<file path="src/rtl/stream_mux_pkg.sv">
// Shared constants for the stream multiplexer family: selection modes and the
// select/index width helper.
package stream_mux_pkg;

  localparam int MODE_FIXED = 0;
  localparam int MODE_RR    = 1;

  // Index width for n channels; a 2-channel mux still needs one select bit.
  function automatic int sw_of(input int n);
    return (n > 2) ? $clog2(n) : 1;
  endfunction

endpackage

</file>
<file path="src/rtl/stream_mux_n_if.sv">
// Handshake bundle for stream_mux_n: N input channels, one registered output.
interface stream_mux_n_if
  import stream_mux_pkg::*;
#(
  parameter int N = 4,
  parameter int W = 8
);
  localparam int SW = sw_of(N);

  logic [N-1:0]   in_val;
  logic [N-1:0]   in_rdy;
  logic [N*W-1:0] in_data;
  logic [SW-1:0]  sel;
  logic           out_val;
  logic           out_rdy;
  logic [W-1:0]   out_data;
  logic [SW-1:0]  out_src;

  modport master (
    output in_val, in_data, sel, out_rdy,
    input  in_rdy, out_val, out_data, out_src
  );

  modport slave (
    input  in_val, in_data, sel, out_rdy,
    output in_rdy, out_val, out_data, out_src
  );

endinterface

</file>
<file path="src/rtl/rr_arbiter.sv">
// Round-robin arbiter: grants the first requester at or after ptr, wrapping,
// and advances ptr past the granted channel on each accepted transfer.
module rr_arbiter
  import stream_mux_pkg::*;
#(
  parameter  int N  = 4,
  localparam int SW = sw_of(N)
) (
  input  logic          clk,
  input  logic          rst,
  input  logic [N-1:0]  req,
  input  logic          adv,
  output logic [N-1:0]  gnt,
  output logic [SW-1:0] gnt_idx
);

  logic [SW-1:0] ptr;
  logic          found;

  // Two passes avoid modulo arithmetic: channels ptr..N-1 first, then 0..ptr-1.
  always_comb begin
    gnt     = '0;
    gnt_idx = '0;
    found   = 1'b0;
    for (int unsigned i = 0; i < N; i++) begin
      if (!found && req[i] && (i >= 32'(ptr))) begin
        found   = 1'b1;
        gnt[i]  = 1'b1;
        gnt_idx = SW'(i);
      end
    end
    for (int unsigned i = 0; i < N; i++) begin
      if (!found && req[i]) begin
        found   = 1'b1;
        gnt[i]  = 1'b1;
        gnt_idx = SW'(i);
      end
    end
  end

  always_ff @(posedge clk or posedge rst) begin
    if (rst) begin
      ptr <= '0;
    end else if (adv) begin
      ptr <= (gnt_idx == SW'(N - 1)) ? '0 : gnt_idx + SW'(1);
    end
  end

endmodule

</file>
<file path="src/rtl/stream_mux_n.sv">
// N-way registered stream multiplexer with fixed-select or round-robin grant
// and a single valid/ready output register.
module stream_mux_n
  import stream_mux_pkg::*;
#(
  parameter  int N    = 4,
  parameter  int W    = 8,
  parameter  int MODE = MODE_FIXED,
  localparam int SW   = sw_of(N)
) (
  input  logic          clk,
  input  logic          rst,
  stream_mux_n_if.slave bus
);

  logic [N-1:0]  grant;
  logic [SW-1:0] gnt_idx;
  logic          load;
  logic          accept;
  logic [W-1:0]  mux_data;

  assign load        = !bus.out_val || bus.out_rdy;
  assign bus.in_rdy  = grant & {N{load}};
  assign accept      = |(bus.in_val & bus.in_rdy);

  // Grant never looks at in_rdy, so in_rdy -> grant has no combinational path.
  if (MODE == MODE_RR) begin : g_rr
    rr_arbiter #(.N(N)) u_arb (
      .clk     (clk),
      .rst     (rst),
      .req     (bus.in_val),
      .adv     (accept),
      .gnt     (grant),
      .gnt_idx (gnt_idx)
    );
  end else begin : g_fixed
    always_comb begin
      grant = '0;
      for (int unsigned i = 0; i < N; i++) begin
        grant[i] = (32'(bus.sel) == i);
      end
      gnt_idx = bus.sel;
    end
  end

  always_comb begin
    mux_data = '0;
    for (int unsigned i = 0; i < N; i++) begin
      if (grant[i]) begin
        mux_data = bus.in_data[i*W +: W];
      end
    end
  end

  always_ff @(posedge clk or posedge rst) begin
    if (rst) begin
      bus.out_val  <= 1'b0;
      bus.out_data <= '0;
      bus.out_src  <= '0;
    end else if (load) begin
      bus.out_val <= accept;
      if (accept) begin
        bus.out_data <= mux_data;
        bus.out_src  <= gnt_idx;
      end
    end
  end

endmodule

</file>
<file path="src/flat_wrapper.sv">
// flat-port wrapper written by rule: the top's interface ports become plain ports
module stream_mux_n_flat import stream_mux_pkg::*;
#(
  parameter  int N    = 4,
  parameter  int W    = 8,
  parameter  int MODE = MODE_FIXED,
  localparam int SW   = sw_of(N)
)
  (clk, rst, bus_in_val, bus_in_data, bus_sel, bus_out_rdy, bus_in_rdy, bus_out_val, bus_out_data, bus_out_src);
  stream_mux_n_if #(.N(N), .W(W)) bus_i ();
  input  logic clk;
  input  logic rst;
  input wire logic [$bits(bus_i.in_val)-1:0] bus_in_val;
  input wire logic [$bits(bus_i.in_data)-1:0] bus_in_data;
  input wire logic [$bits(bus_i.sel)-1:0] bus_sel;
  input wire logic [$bits(bus_i.out_rdy)-1:0] bus_out_rdy;
  output wire logic [$bits(bus_i.in_rdy)-1:0] bus_in_rdy;
  output wire logic [$bits(bus_i.out_val)-1:0] bus_out_val;
  output wire logic [$bits(bus_i.out_data)-1:0] bus_out_data;
  output wire logic [$bits(bus_i.out_src)-1:0] bus_out_src;
  assign bus_i.in_val = bus_in_val;
  assign bus_i.in_data = bus_in_data;
  assign bus_i.sel = bus_sel;
  assign bus_i.out_rdy = bus_out_rdy;
  assign bus_in_rdy = bus_i.in_rdy;
  assign bus_out_val = bus_i.out_val;
  assign bus_out_data = bus_i.out_data;
  assign bus_out_src = bus_i.out_src;
  stream_mux_n #(.N(N), .W(W), .MODE(MODE)) u_core (.clk(clk), .rst(rst), .bus(bus_i));
endmodule
</file>
<file path="config.mk">
export PLATFORM = sky130hd
export DESIGN_NAME = stream_mux_n_flat
export DESIGN_NICKNAME = d
export VERILOG_FILES = /design/src/rtl/stream_mux_pkg.sv /design/src/rtl/stream_mux_n_if.sv /design/src/rtl/rr_arbiter.sv /design/src/rtl/stream_mux_n.sv /design/src/flat_wrapper.sv
export SDC_FILE = /design/constraint.sdc
export NUM_CORES = 1
export LEC_CHECK = 0
export CAP_MARGIN = 20
export CORE_MARGIN = 1
export CORE_UTILIZATION = 35
export CTS_BUF_LIST = sky130_fd_sc_hd__clkbuf_8 sky130_fd_sc_hd__clkbuf_16
export CTS_CLUSTER_DIAMETER = 150
export DETAILED_ROUTE_END_ITERATION = 16
export GPL_ROUTABILITY_DRIVEN = 0
export GPL_TIMING_DRIVEN = 0
export MAX_ROUTING_LAYER = met4
export PLACE_DENSITY_LB_ADDON = 0.12
export SLEW_MARGIN = 0
export SYNTH_ARGS = -nofsm -noshare
export SYNTH_HDL_FRONTEND = slang
export SYNTH_HIERARCHICAL = 1
export SYNTH_SLANG_ARGS = --single-unit
</file>
<file path="constraint.sdc">
create_clock -name clk -period 4.27 [get_ports clk]
set_input_delay 0.6405 -clock clk [delete_from_list [all_inputs] [get_ports clk]]
set_output_delay 0.6405 -clock clk [all_outputs]
set_load 0.05 [all_outputs]
</file>
== After elaboration in Yosys (flattened, before gate mapping) ==
Index checks and enable logic that the tools add are counted.
Storage, ports and cells
  bits in registers: 11
  output and inout port bits: 15
  word-level logic and storage cells: 17
  input bits: 41
Cells by class
  eq/ne operators: 3
  multiplexer cells: 4
  reduce and logical (&&, ||, !) cells: 5
  bitwise logic cells: 2
Operators with widths (count)
  8-bit 2-to-1 mux: 4
  4-bit bitwise AND: 2
  2-bit equality test, second input constant: 2
  4-bit OR reduction: 1
  2-bit by 1-bit equality test with 1-bit output, second input constant: 1
  2-bit zero test: 1
  2-bit AND reduction: 1
  1-bit zero test: 1
  1-bit logical OR: 1

== Logic depth before layout (Yosys ltp) ==
Gate-level depths: netlist (run 1).
  word-level depth: 6
  gate-level depth with buffers: 6
  gate-level depth less buffers: 4

== Worst setup path before layout (run 1) ==
OpenSTA, ideal clock, no wires.
  kind: in2out
  from: in bus_sel[0]
  to: out bus_in_rdy[1]
  arrival: 2059 ps
  path slack: 1571 ps
  data required time: 3629 ps
  stages on the path: 3
  cells stage by stage: buf_6 -> buf_6 -> nor3b_1
On the way
  cells in the longest elaborated chain, start to end: 2
RTL lines
  from (decl): RTL line flat_wrapper.sv:15  | input wire logic [$bits(bus_i.sel)-1:0] bus_sel;
  2-bit by 1-bit equality test with 1-bit output: RTL line stream_mux_n.sv:40  | grant[i] = (32'(bus.sel) == i);
  4-bit bitwise AND: RTL line stream_mux_n.sv:23  | assign bus.in_rdy = grant & {N{load}};
  to (decl): RTL line flat_wrapper.sv:17  | output wire logic [$bits(bus_i.in_rdy)-1:0] bus_in_rdy;
No other way between the ends.

== Final worst setup path (run 1) ==
  from: in bus_sel[1]
  to: out bus_in_rdy[3]
On the way
  cells in the longest elaborated chain, start to end: 2
RTL lines (RTL line)
  2-bit equality test: stream_mux_n.sv:40
  4-bit bitwise AND: stream_mux_n.sv:23
No other way between the ends.

==> metrics.md, run 1 <==
| Metric | Value |
|---|---|
| Number of detailed-route iterations in the first pass | 3 |
| Via-to-Cell Ratio | 4.70 |
| Final Hold Viols | 0 |
| Initial Util | a little under two fifths |
| Flop pwr share | between 20% and 30% |
| Sw Pwr | 196 uW |
| Reg-to-reg endpoint | u_core/bus.out_data[4] |
| Worst vdd ir | 231 uV |
| WP data arrival | 2690 ps |
| Final min period | between 3000 and 4000 ps |
| Setup bufs post-CTS | 0 |
| Most frequent cells after synthesis | dfrtp_1 (11), mux2_4 (9), mux4_2 (5), buf_6 (3), mux4_1 (3) |
| Post-route clock skew | 2.84 ps |
| Reg2Reg Setup Slack | between 2000 and 3000 ps |
| Clk Latency, worst-skew pair | 230 ps |
| Status | finished clean |
| Pre-CTS WS | 955 ps |
| Initial antenna violation count | 0 |
| Final wirelength | 1.76 mm |
| Seq/Total Area, Yosys | a little under two fifths |
| CP endpoint kind | output pin |
| Buffers on Ports | 54 |
| Total number of vias | 620 |
| Final setup margin | 943 ps |
| Critical path, cell by cell | clkdlybuf4s50_1, buf_1, and3_1, clkdlybuf4s50_1 |
| CP endpoint | bus_in_rdy[3] |
| Max-cap violation count | 0 |
| I/O pin cnt | 56 |
| Gate Count Post-Synth | between 40 and 50 |
| Unrepaired setup endpoints after global routing | no |
| Critical Path Fanout Max | 10 |
| Pwr/cell area | 384 mW/mm^2 |
| Post-synth top area cell | dfrtp_1 |
| Worst hold path type | flip-flop to flip-flop |
| Yosys cell types | 18 |
| Hold Path Depth | 1 |
| Clock power share | 19.0% |
| Worst R2R Start | u_core/bus.out_val |
| Largest net degree at the start of global routing | 12 |
| Synth Register Bits | 11 |
| Most Frequent Cell on Critical Path | clkdlybuf4s50_1 |
| Non-Filler Instances | 132 |
| Final Power | 521 uW |
| Rows | 16 |
| Switching Fraction | 37.7% |
| DIE AREA | 0.00229 sq mm |
| Asr flop ratio synth | 100% |
| Reg clk slew, reported paths | 50 ps |
| CTS root buf | clkbuf_8 |
| Post-synth top flop | dfrtp_1 |
| Hold_buf cts | 0 |
| Worst-Margin Slew | 551 ps |
| Area growth syn-to-layout | 84.2% |
| Share of cells above drive strength 1 | 20.0% |
| Clock sinks | 11 |
| Pint | 325 uW |
| Final Slew Violations | 0 |
| # DRC | 0 |
| Slew HR | 63.3% |
| Cell Area, Synth | 736 sq um |
| Post-synth EDFFs | 0 |
| Fill count | roughly 170 |
| CTS tree | built |
| Num CTS Buffers | 3 |
| Dpl hpwl | between 1 and 1.5 mm |
| Fmax | roughly 0.3 GHz |
| Lkg Pwr | about 0.00058 uW |
| Post-cts resize count | 0 |
| Critical Path Start Type | primary input |
| Layout Nets | 147 |
| Synth top area share | 37.4% |
| Cells after DPL | 128 |
| 1st-iter DRT viols | 7 |
| Crit-path slowest cell | clkdlybuf4s50_1 |
| GRT Total Usage | 18.2% |
| Clk buf depth | 2 |
| Grt ovf | 0 |
| Worst Reg-to-Reg Cells | 5 |
| Critical path class | primary input to output pin |
| Final setup fails | 0 |
| Critical Path RT | 3630 ps |
| Gate power share | 53.2% |
| Placeable core area | 0.00196 sq mm |
| Synth warnings | 6 |
| CP Launch Point | bus_sel[1] |
| Slowest cell delay on critical path | 800 ps |
| First-pass GRT wire length | around 2.8 mm |
| Setup TNS | 0 ps |
| CTS HTree Levels | 1 |
| Die Span Y | 47.8 um |
| Vias in the first global route | 650 |
| Register cell area after layout | approximately 280 sq um |
| Net Count, Synth | 88 |
| ANT cells | 0 |
| Most frequent cell after synthesis | dfrtp_1 |
| Combined area of the multi-input logic cells | 415 sq um |
| Post-route ant nets | 0 |
| WL per Instance | 13.3 um |
| Die Wd | around 48 um |
| Synthesized area per cell | roughly 16 sq um |
| Final worst-path cycle share | roughly 78% |
| Area contributors post-synth | dfrtp_1 (37%), mux2_4 (18%), mux4_2 (15%), mux4_1 (11%), buf_6 (4.6%) |
[flip-flops by register name, summed over array words and instances (netlist names)]
name	cells
u_core/bus.out_data	8
u_core/bus.out_src	2
u_core/bus.out_val	1
[worst min-delay path by stage]
stage,startpoint,end,slack [ps]
global route,u_core/bus.out_data[4],u_core/bus.out_data[4],520
detailed placement,u_core/bus.out_data[7],u_core/bus.out_data[7],490
floorplan,rst,u_core/bus.out_data[0],490
finish,u_core/bus.out_data[5],u_core/bus.out_data[5],510
global placement,u_core/bus.out_data[7],u_core/bus.out_data[7],500
CTS,u_core/bus.out_data[7],u_core/bus.out_data[7],510
[power groups by stage]
stage	clock, uW	sequential, uW	combinational, uW
after floorplan	0	239	82.0
after global placement	0	147	275
after detailed placement	0	147	277
after CTS	101	146	278
after global routing	108	149	289
final	98.9	145	277
[critical path: cells and delay by family]
kind,cells,cell delay [ps]
AND/OR/NAND/NOR,1,240
buffers and inverters,3,1800
[area by class of cell]
| class | count | share of cell area, % |
|---|---|---|
| Sequential cell | 11 | 20.3 |
| Buffer | 4 | 2.77 |
| Clock buffer | 3 | 3.05 |
| Tap cell | 27 | 2.49 |
| Inverter | 2 | 0.554 |
| Multi-Input combinational cell | 30 | 30.7 |
| Clock inverter | 1 | 0.277 |
| Timing Repair Buffer | 54 | 39.9 |
[cells in the final DEF, fill, tap and decap left out]
cell / synthesis / final
inv_1: 2 / 3
nor3_2: 1 / 1
o22ai_1: 1 / 1
mux4_1: 3 / 3
nand2b_1: 1 / 1
nor3b_1: 1 / 1
nand2_1: 2 / 2
nor2b_1: 1 / 1
nor3_1: 1 / 1
mux2i_1: 2 / 2
dfrtp_1: 11 / 11
o21ba_1: 1 / 1
and3_1: 1 / 1
clkdlybuf4s50_1: 0 / 54
clkbuf_8: 0 / 3
nor2_1: 1 / 1
mux2_4: 9 / 9
buf_1: 1 / 1
mux4_2: 5 / 5
buf_6: 3 / 3
[logic make-up after synthesis]
kind of cell    count (synthesis)  synth area share [%]
simple gates                    9                  7.14
compound gates                  2                  2.21
buf+inv                         6                  6.12
flops                          11                  37.4
mux                            19                  47.1
[through the flow]
| step | cell area [sq um] | utilization [%] | hold WS [ps] |
|---|---|---|---|
| after floorplan | 736 | - | 493 |
| after global routing | 1360 | 69.1 | 521 |
| after global placement | 1310 | 66.8 | 496 |
| final | 1360 | 69.1 | 507 |
| after CTS | 1360 | 69.1 | 509 |
| after detailed placement | 1310 | 66.8 | 493 |
[per-layer routing]
layer	vias up	global-route usage [%]	part of all wire [%]
li1	298	-	-
met1	296	21.9	44
met2	26	29.7	51
met3	0	5.28	5.6
met4	0	5.00	0
met5	-	-	0
Power figures use the tool's default switching activity.
==> run 2: changes to the inputs <==
--- a/config.mk
+++ b/config.mk
@@ -7,7 +7,7 @@
 export LEC_CHECK = 0
 export CAP_MARGIN = 20
 export CORE_MARGIN = 1
-export CORE_UTILIZATION = 35
+export CORE_UTILIZATION = 33
 export CTS_BUF_LIST = sky130_fd_sc_hd__clkbuf_8 sky130_fd_sc_hd__clkbuf_16
 export CTS_CLUSTER_DIAMETER = 150
 export DETAILED_ROUTE_END_ITERATION = 16
==> constraint.sdc (replaced) <==
create_clock -name clk -period 3.2 [get_ports clk]
set_input_delay 0.48 -clock clk [delete_from_list [all_inputs] [get_ports clk]]
set_output_delay 0.48 -clock clk [all_outputs]
set_load 0.05 [all_outputs]
==> run 2 against run 1 <==
- clock power is 38% higher
- global-route usage shrank 0.25 points
- flip-flop and latch count stayed put
- sequential share of layout area stayed put
- worst setup slack got worse by 710 ps
- non-clock buffer count unchanged
- combinational power up 33%
- cell area unchanged
- clock skew shrank 1.8 ps
- die area up 5.8%
- critical endpoint unchanged
- largest power group unchanged
==> metrics.md, run 2 (synthesis gave the netlist of run 1 again) <==
| Metric | Value |
|---|---|
| Status | finished clean |
| Reg2Reg Setup Slack | 1650 ps (-1090 ps) |
| Worst-Margin Slew | 514 ps (-36.6 ps) |
| Final setup fails | 0 (unchanged) |
| Vias in the first global route | 678 (+4.3%) |
| Critical Path Fanout Max | 10 (unchanged) |
| Flop pwr share | 27.9% (about the same) |
| Biggest regs | u_core/bus.out_data x8, u_core/bus.out_src x2, u_core/bus.out_val x1 |
| DIE AREA | 0.00242 sq mm (+5.8%) |
| I/O pin cnt | 56 (unchanged) |
| # DRC | 0 (unchanged) |
| Grt ovf | 0 (unchanged) |
| Lkg Pwr | 0.000579 uW (unchanged) |
| Pre-CTS WS | 192 ps (-763 ps) |
| Cells after DPL | 128 (unchanged) |
| Final Hold Viols | 0 (unchanged) |
| Placeable core area | 0.00202 sq mm (+3.1%) |
| Final Power | 700 uW (+34%) |
| Crit-path slowest cell | clkdlybuf4s50_1 |
| Worst Reg-to-Reg Cells | 5 (unchanged) |
| Hold_buf cts | 0 (unchanged) |
| Sw Pwr | 267 uW (+36%) |
| Post-route ant nets | 0 (unchanged) |
| Max-cap violation count | 0 (unchanged) |
| Fill count | 154 (-7.2%) |
| Switching Fraction | 38.1% (+0.43 points) |
| Worst vdd ir | 328 uV (+42%) |
| CTS tree | built |
| Initial antenna violation count | 0 (unchanged) |
| Most frequent cells in the layout | clkdlybuf4s50_1 (54), dfrtp_1 (11), mux2_4 (9), mux4_2 (5) |
| Pwr/cell area | 517 mW/mm^2 (+34%) |
| Share of cells above drive strength 1 | 20.0% (unchanged) |
| Slew HR | 65.6% (+2.3 points) |
| Dpl cell area | 0.00131 sq mm (unchanged) |
| Uppermost layer routed | met4 |
| Initial Util | 36.4% (-1.1 points) |
| Largest register FFs | 8 (unchanged) |
| Largest net degree at the start of global routing | 12 (unchanged) |
| 1st-iter DRT viols | 12 (+5) |
| Num CTS Buffers | 3 (unchanged) |
| Worst hold path type | flip-flop to flip-flop |
| Non-Filler Instances | 132 (unchanged) |
| CTS root buf | clkbuf_8 |
| Reg-to-reg endpoint | u_core/bus.out_data[3] |
| Gate power share | 52.6% (-0.6 points) |
| Clk buf depth | 2 (unchanged) |
| Final min period | between 2000 and 3000 ps |
| Post-route clock skew | 0.994 ps (-1.84 ps) |
| Buffers on Ports | 54 (unchanged) |
| Metal3 WL | 104 um (+6.1%) |
| Hold Path Depth | 1 (unchanged) |
| CTS HTree Levels | 1 (unchanged) |
| Clk Latency, worst-skew pair | 230 ps (about the same) |
| Hold path endpoint | u_core/bus.out_data[4] |
| Fmax | 0.337 GHz |
| Total number of vias | 616 (-0.65%) |
| WL per Instance | 13.6 um (+1.8%) |
| Critical path, cell by cell | clkdlybuf4s50_1, buf_1, and3_1, clkdlybuf4s50_1 |
| Clock power share | 19.5% (+0.5 points) |
| Critical Path RT | 2720 ps (-910 ps) |
| Setup TNS | 0 ps (unchanged) |
| GRT Total Usage | 18.0% (-0.25 points) |
| Layout Nets | 147 (unchanged) |
| Largest Register | u_core/bus.out_data |
| Post-cts resize count | 0 (unchanged) |
| Reg clk slew, reported paths | 50 ps (about the same) |
| Number of detailed-route iterations in the first pass | 3 (unchanged) |
| Post-Route M1 WL | 734 um (-4.8%) |
| Fin area | 0.00136 sq mm (unchanged) |
| Final worst-path cycle share | 92.6% |
| Die Wd | 49.2 um (+2.9%) |
| Slowest cell delay on critical path | 800 ps (about the same) |
| Final wirelength | 1.79 mm (+1.8%) |
| Critical path class | primary input to output pin |
| Commonest non-fill, non-tap cell in the layout | clkdlybuf4s50_1 |
| Final setup margin | 236 ps (-707 ps) |
| Unrepaired setup endpoints after global routing | no |
| Final Slew Violations | 0 (unchanged) |
| Via-to-Cell Ratio | 4.67 (-0.65%) |
| Min-delay src | u_core/bus.out_data[4] |
| Pint | 433 uW (+34%) |
| Rows | 16 (unchanged) |
| First-pass GRT wire length | 3.15 mm (+14%) |
| Dpl hpwl | 1.41 mm (-0.28%) |
| Most Frequent Cell on Critical Path | clkdlybuf4s50_1 |
| Clock sinks | 11 (unchanged) |
| Critical Path Start Type | primary input |
| Setup bufs post-CTS | 0 (unchanged) |
| Die Span Y | 49.2 um (+2.9%) |
| Worst R2R Start | u_core/bus.out_val |
| ANT cells | 0 (unchanged) |
| CP endpoint kind | output pin |
| Area growth syn-to-layout | 84.2% (unchanged) |
| Met2 WL | 933 um (+4.7%) |
| WP data arrival | 2480 ps (-210 ps) |
run 2: cell counts in the layout (fill, tap and decap cells not counted):
No cell type changed its count.
run 2: worst max path at each step:
stage | startpoint | end | slack, ps | cells after the start
after global routing | bus_sel[1] | bus_in_rdy[3] | 110 | 4
after detailed placement | bus_sel[1] | bus_in_rdy[3] | 190 | 4
final | bus_sel[1] | bus_in_rdy[3] | 240 | 4
after floorplan | u_core/bus.out_val | bus_in_rdy[1] | 770 | 2
after global placement | bus_sel[1] | bus_in_rdy[3] | 180 | 4
after CTS | bus_sel[1] | bus_in_rdy[3] | 180 | 4
run 2: power groups by stage:
stage	Sequential (uW)	Clock, uW	Combinational (uW)
floorplan	318	0	109
global placement	196	0	367
detailed placement	197	0	371
CTS	196	140	371
global route	201	145	386
finish	195	136	368
run 2: final cells by class:
type | instances | area, sq um | area share (%)
timing repair buffer | 54 | 541 | 39.9
multi-input combinational | 30 | 415 | 30.7
sequential | 11 | 275 | 20.3
clock buffer | 3 | 41.3 | 3.05
buffer | 4 | 37.5 | 2.77
tap | 27 | 33.8 | 2.49
inverter | 2 | 7.51 | 0.554
clock inverter | 1 | 3.75 | 0.277
run 2: routing by layer:
metal	global-route usage (%)	vias up
li1	-	298
met1	21.3	288
met2	29.2	28
met3	5.92	2
met4	4.41	0
met5	-	-
run 2: critical path, delay by kind of cell:
kind | cells | cell delay [ps]
and+or+nand+nor | 1 | 240
buffers and inverters | 3 | 1760
run 2: through the flow:
stage	hold WS [ps]	util, %
5_1_grt	537	67.0
4_1_cts	510	67.0
2_1_floorplan	332	-
6_report	506	67.0
3_3_place_gp	496	64.8
3_5_place_dp	494	64.8
==> run 3: changes to the inputs <==
--- a/config.mk
+++ b/config.mk
@@ -7,7 +7,7 @@
 export LEC_CHECK = 0
 export CAP_MARGIN = 20
 export CORE_MARGIN = 1
-export CORE_UTILIZATION = 33
+export CORE_UTILIZATION = 30
 export CTS_BUF_LIST = sky130_fd_sc_hd__clkbuf_8 sky130_fd_sc_hd__clkbuf_16
 export CTS_CLUSTER_DIAMETER = 150
 export DETAILED_ROUTE_END_ITERATION = 16
==> constraint.sdc (replaced) <==
create_clock -name clk -period 2.43 [get_ports clk]
set_input_delay 0.3645 -clock clk [delete_from_list [all_inputs] [get_ports clk]]
set_output_delay 0.3645 -clock clk [all_outputs]
set_load 0.05 [all_outputs]
==> run 3 against run 2 <==
- worst setup slack worse by 150 ps
- combinational power up 31%
- final cell count up 0.76%
- global-route usage down 1.4 points
- cell area about the same
- count of clock-buffer cells in the layout unchanged
- non-clock buffer count unchanged
- total power up 31%
- highest routed layer unchanged
==> metrics.md, run 3 (synthesis gave the netlist of run 1 again) <==
| Metric | Value |
|---|---|
| Status | finished clean |
| Slowest cell delay on critical path | 810 ps (about the same) |
| Clk Latency, worst-skew pair | 240 ps (about the same) |
| Gate power share | 52.5% (about the same) |
| Met2 Use GR | 26.6% (-2.6 points) |
| Pwr/cell area | 677 mW/mm^2 (+31%) |
| Final Power | 917 uW (+31%) |
| Grt ovf | 0 (unchanged) |
| Met1 GRT Util | 18.5% (-2.8 points) |
| Critical Path RT | 2070 ps (-650 ps) |
| Worst-Margin Slew | 503 ps (-11.4 ps) |
| Fmax | approximately 0.43 GHz |
| WP data arrival | 1980 ps (-500 ps) |
| Clock sinks | 11 (unchanged) |
| Slew HR | 66.4% (+0.76 points) |
| Number of detailed-route iterations in the first pass | 4 (+1) |
| CTS root buf | clkbuf_8 |
| Rows | 17 (+1) |
| Worst vdd ir | 492 uV (+50%) |
| Total number of vias | 637 (+3.4%) |
| Biggest regs | u_core/bus.out_data x8, u_core/bus.out_src x2, u_core/bus.out_val x1 |
| Vias in the first global route | 674 (-0.59%) |
| Initial antenna violation count | 0 (unchanged) |
| Critical Path Start Type | primary input |
| Met3 Use GR | 7.89% (+2.0 points) |
| Most Frequent Cell on Critical Path | clkdlybuf4s50_1 |
| Lkg Pwr | 0.000593 uW (+2.3%) |
| Clk buf depth | 2 (unchanged) |
| 1st-iter DRT viols | 10 (-2) |
| Die Wd | 51.5 um (+4.7%) |
| Buffers on Ports | 54 (unchanged) |
| Largest Register | u_core/bus.out_data |
| Commonest non-fill, non-tap cell in the layout | clkdlybuf4s50_1 |
| Setup bufs post-CTS | 0 (unchanged) |
| Via-to-Cell Ratio | 4.79 (+2.6%) |
| Largest net degree at the start of global routing | 12 (unchanged) |
| Switching Fraction | 38.0% (-0.12 points) |
| Final Hold Viols | 0 (unchanged) |
| Placeable core area | 0.00225 sq mm (+12%) |
| Sw Pwr | 348 uW (+31%) |
| DIE AREA | 0.00265 sq mm (+9.6%) |
| Max-cap violation count | 0 (unchanged) |
| CTS tree | built |
| # DRC | 0 (unchanged) |
| Critical path, cell by cell | clkdlybuf4s50_1, nand2b_1, nand2_1, nor2_1, clkdlybuf4s50_1 |
| Clock power share | 19.6% (about the same) |
| CTS HTree Levels | 1 (unchanged) |
| Final setup fails | 0 (unchanged) |
| GRT busiest layer | met2 |
| Worst hold path type | primary input to asynchronous set/reset pin |
| Initial Util | 32.6% (-3.8 points) |
| Pint | 569 uW (+31%) |
| Largest register FFs | 8 (unchanged) |
| Unrepaired setup endpoints after global routing | no |
| Crit-path slowest cell | clkdlybuf4s50_1 |
| Layout Nets | 147 (unchanged) |
| Critical Path Fanout Max | 3 (-7) |
| Num CTS Buffers | 3 (unchanged) |
| Post-route clock skew | 1.49 ps (+0.501 ps) |
| First-pass GRT wire length | 2.97 mm (-5.7%) |
| Worst hold slack | 423 ps (-83.1 ps) |
| Share of cells above drive strength 1 | 21.0% (+0.95 points) |
| Final worst-path cycle share | between 90% and 100% |
| Most frequent cells in the layout | clkdlybuf4s50_1 (51), dfrtp_1 (11), mux2_4 (9), mux4_2 (5) |
| Final wirelength | 1.83 mm (+2.1%) |
| GRT Total Usage | 16.5% (-1.4 points) |
| Reg clk slew, reported paths | 50 ps (about the same) |
| CP endpoint kind | output pin |
| Area growth syn-to-layout | 84.0% (about the same) |
| Critical path class | primary input to output pin |
| I/O pin cnt | 56 (unchanged) |
| Flop pwr share | 27.9% (about the same) |
| Die Span Y | 51.5 um (+4.7%) |
| Post-route ant nets | 0 (unchanged) |
| WL per Instance | 13.8 um (+1.3%) |
| Final Slew Violations | 0 (unchanged) |
| Final min period | 2340 ps |
| ANT cells | 0 (unchanged) |
run 3: cell count changes in the layout (fill, tap and decap cells not counted), sizes merged:
cell           before  now
clkdlybuf4s50      54   51
dlygate4sd2         0    3
run 3: layout make-up:
cell class                 instances  area [sq um]
tap                               28          35.0
inverter                           2          7.51
timing repair buffer              54           537
clock inverter                     1          3.75
fill                             197           901
clock buffer                       3          41.3
sequential                        11           275
multi-input combinational         30           415
buffer                             4          38.8
run 3: final timing paths:
| kind | start | to | slack [ps] | cells after the start |
|---|---|---|---|---|
| setup / recovery | bus_out_rdy | bus_in_rdy[2] | 90 | 5 |
| hold / removal | rst | u_core/bus.out_src[0] | 420 | 2 |
| setup reg to reg | u_core/bus.out_val | u_core/bus.out_data[0] | 890 | 5 |
| hold reg to reg | u_core/bus.out_data[7] | u_core/bus.out_data[7] | 510 | 1 |
| max in group asynchronous | rst | u_core/bus.out_data[0] | 1710 | 2 |
| min in group clk | u_core/bus.out_data[7] | u_core/bus.out_data[7] | 510 | 1 |
run 3: critical path: cells and delay by family:
kind          cells  cell delay [ps]
buf+inv           2             1280
simple gates      3              340
run 3: power groups by stage:
stage                     Sequential (uW)  Clock [uW]  Combinational [uW]
final                                 256         179                 481
after detailed placement              259           0                 487
after global placement                260           0                 482
after floorplan                       419           0                 144
after CTS                             258         183                 485
after global routing                  263         194                 505
run 3: layer usage:
metal / vias up / wire, um / share of wire, %
li1: 298 / - / -
met1: 305 / 694 / 38
met2: 32 / 963 / 53
met3: 2 / 155 / 8.5
met4: 0 / 16 / 0.87
met5: - / 0 / 0
run 3: through the flow:
stage	instance area, sq um	instances	util (%)	TNS [ps]	setup WS (ps)
4_1_cts	1350	133	60.0	0	81.0
3_3_place_gp	1310	129	58.2	-672	-340
3_5_place_dp	1310	129	58.2	-684	-334
2_1_floorplan	736	47	-	0	114
6_report	1350	133	60.0	0	86.2
5_1_grt	1350	133	60.0	0	8.34
run 3: what timing repair did:
item                       in CTS  in global routing
hold buffers                    0                  0
gates resized for setup         4                  0
setup endpoints to repair       3                  0
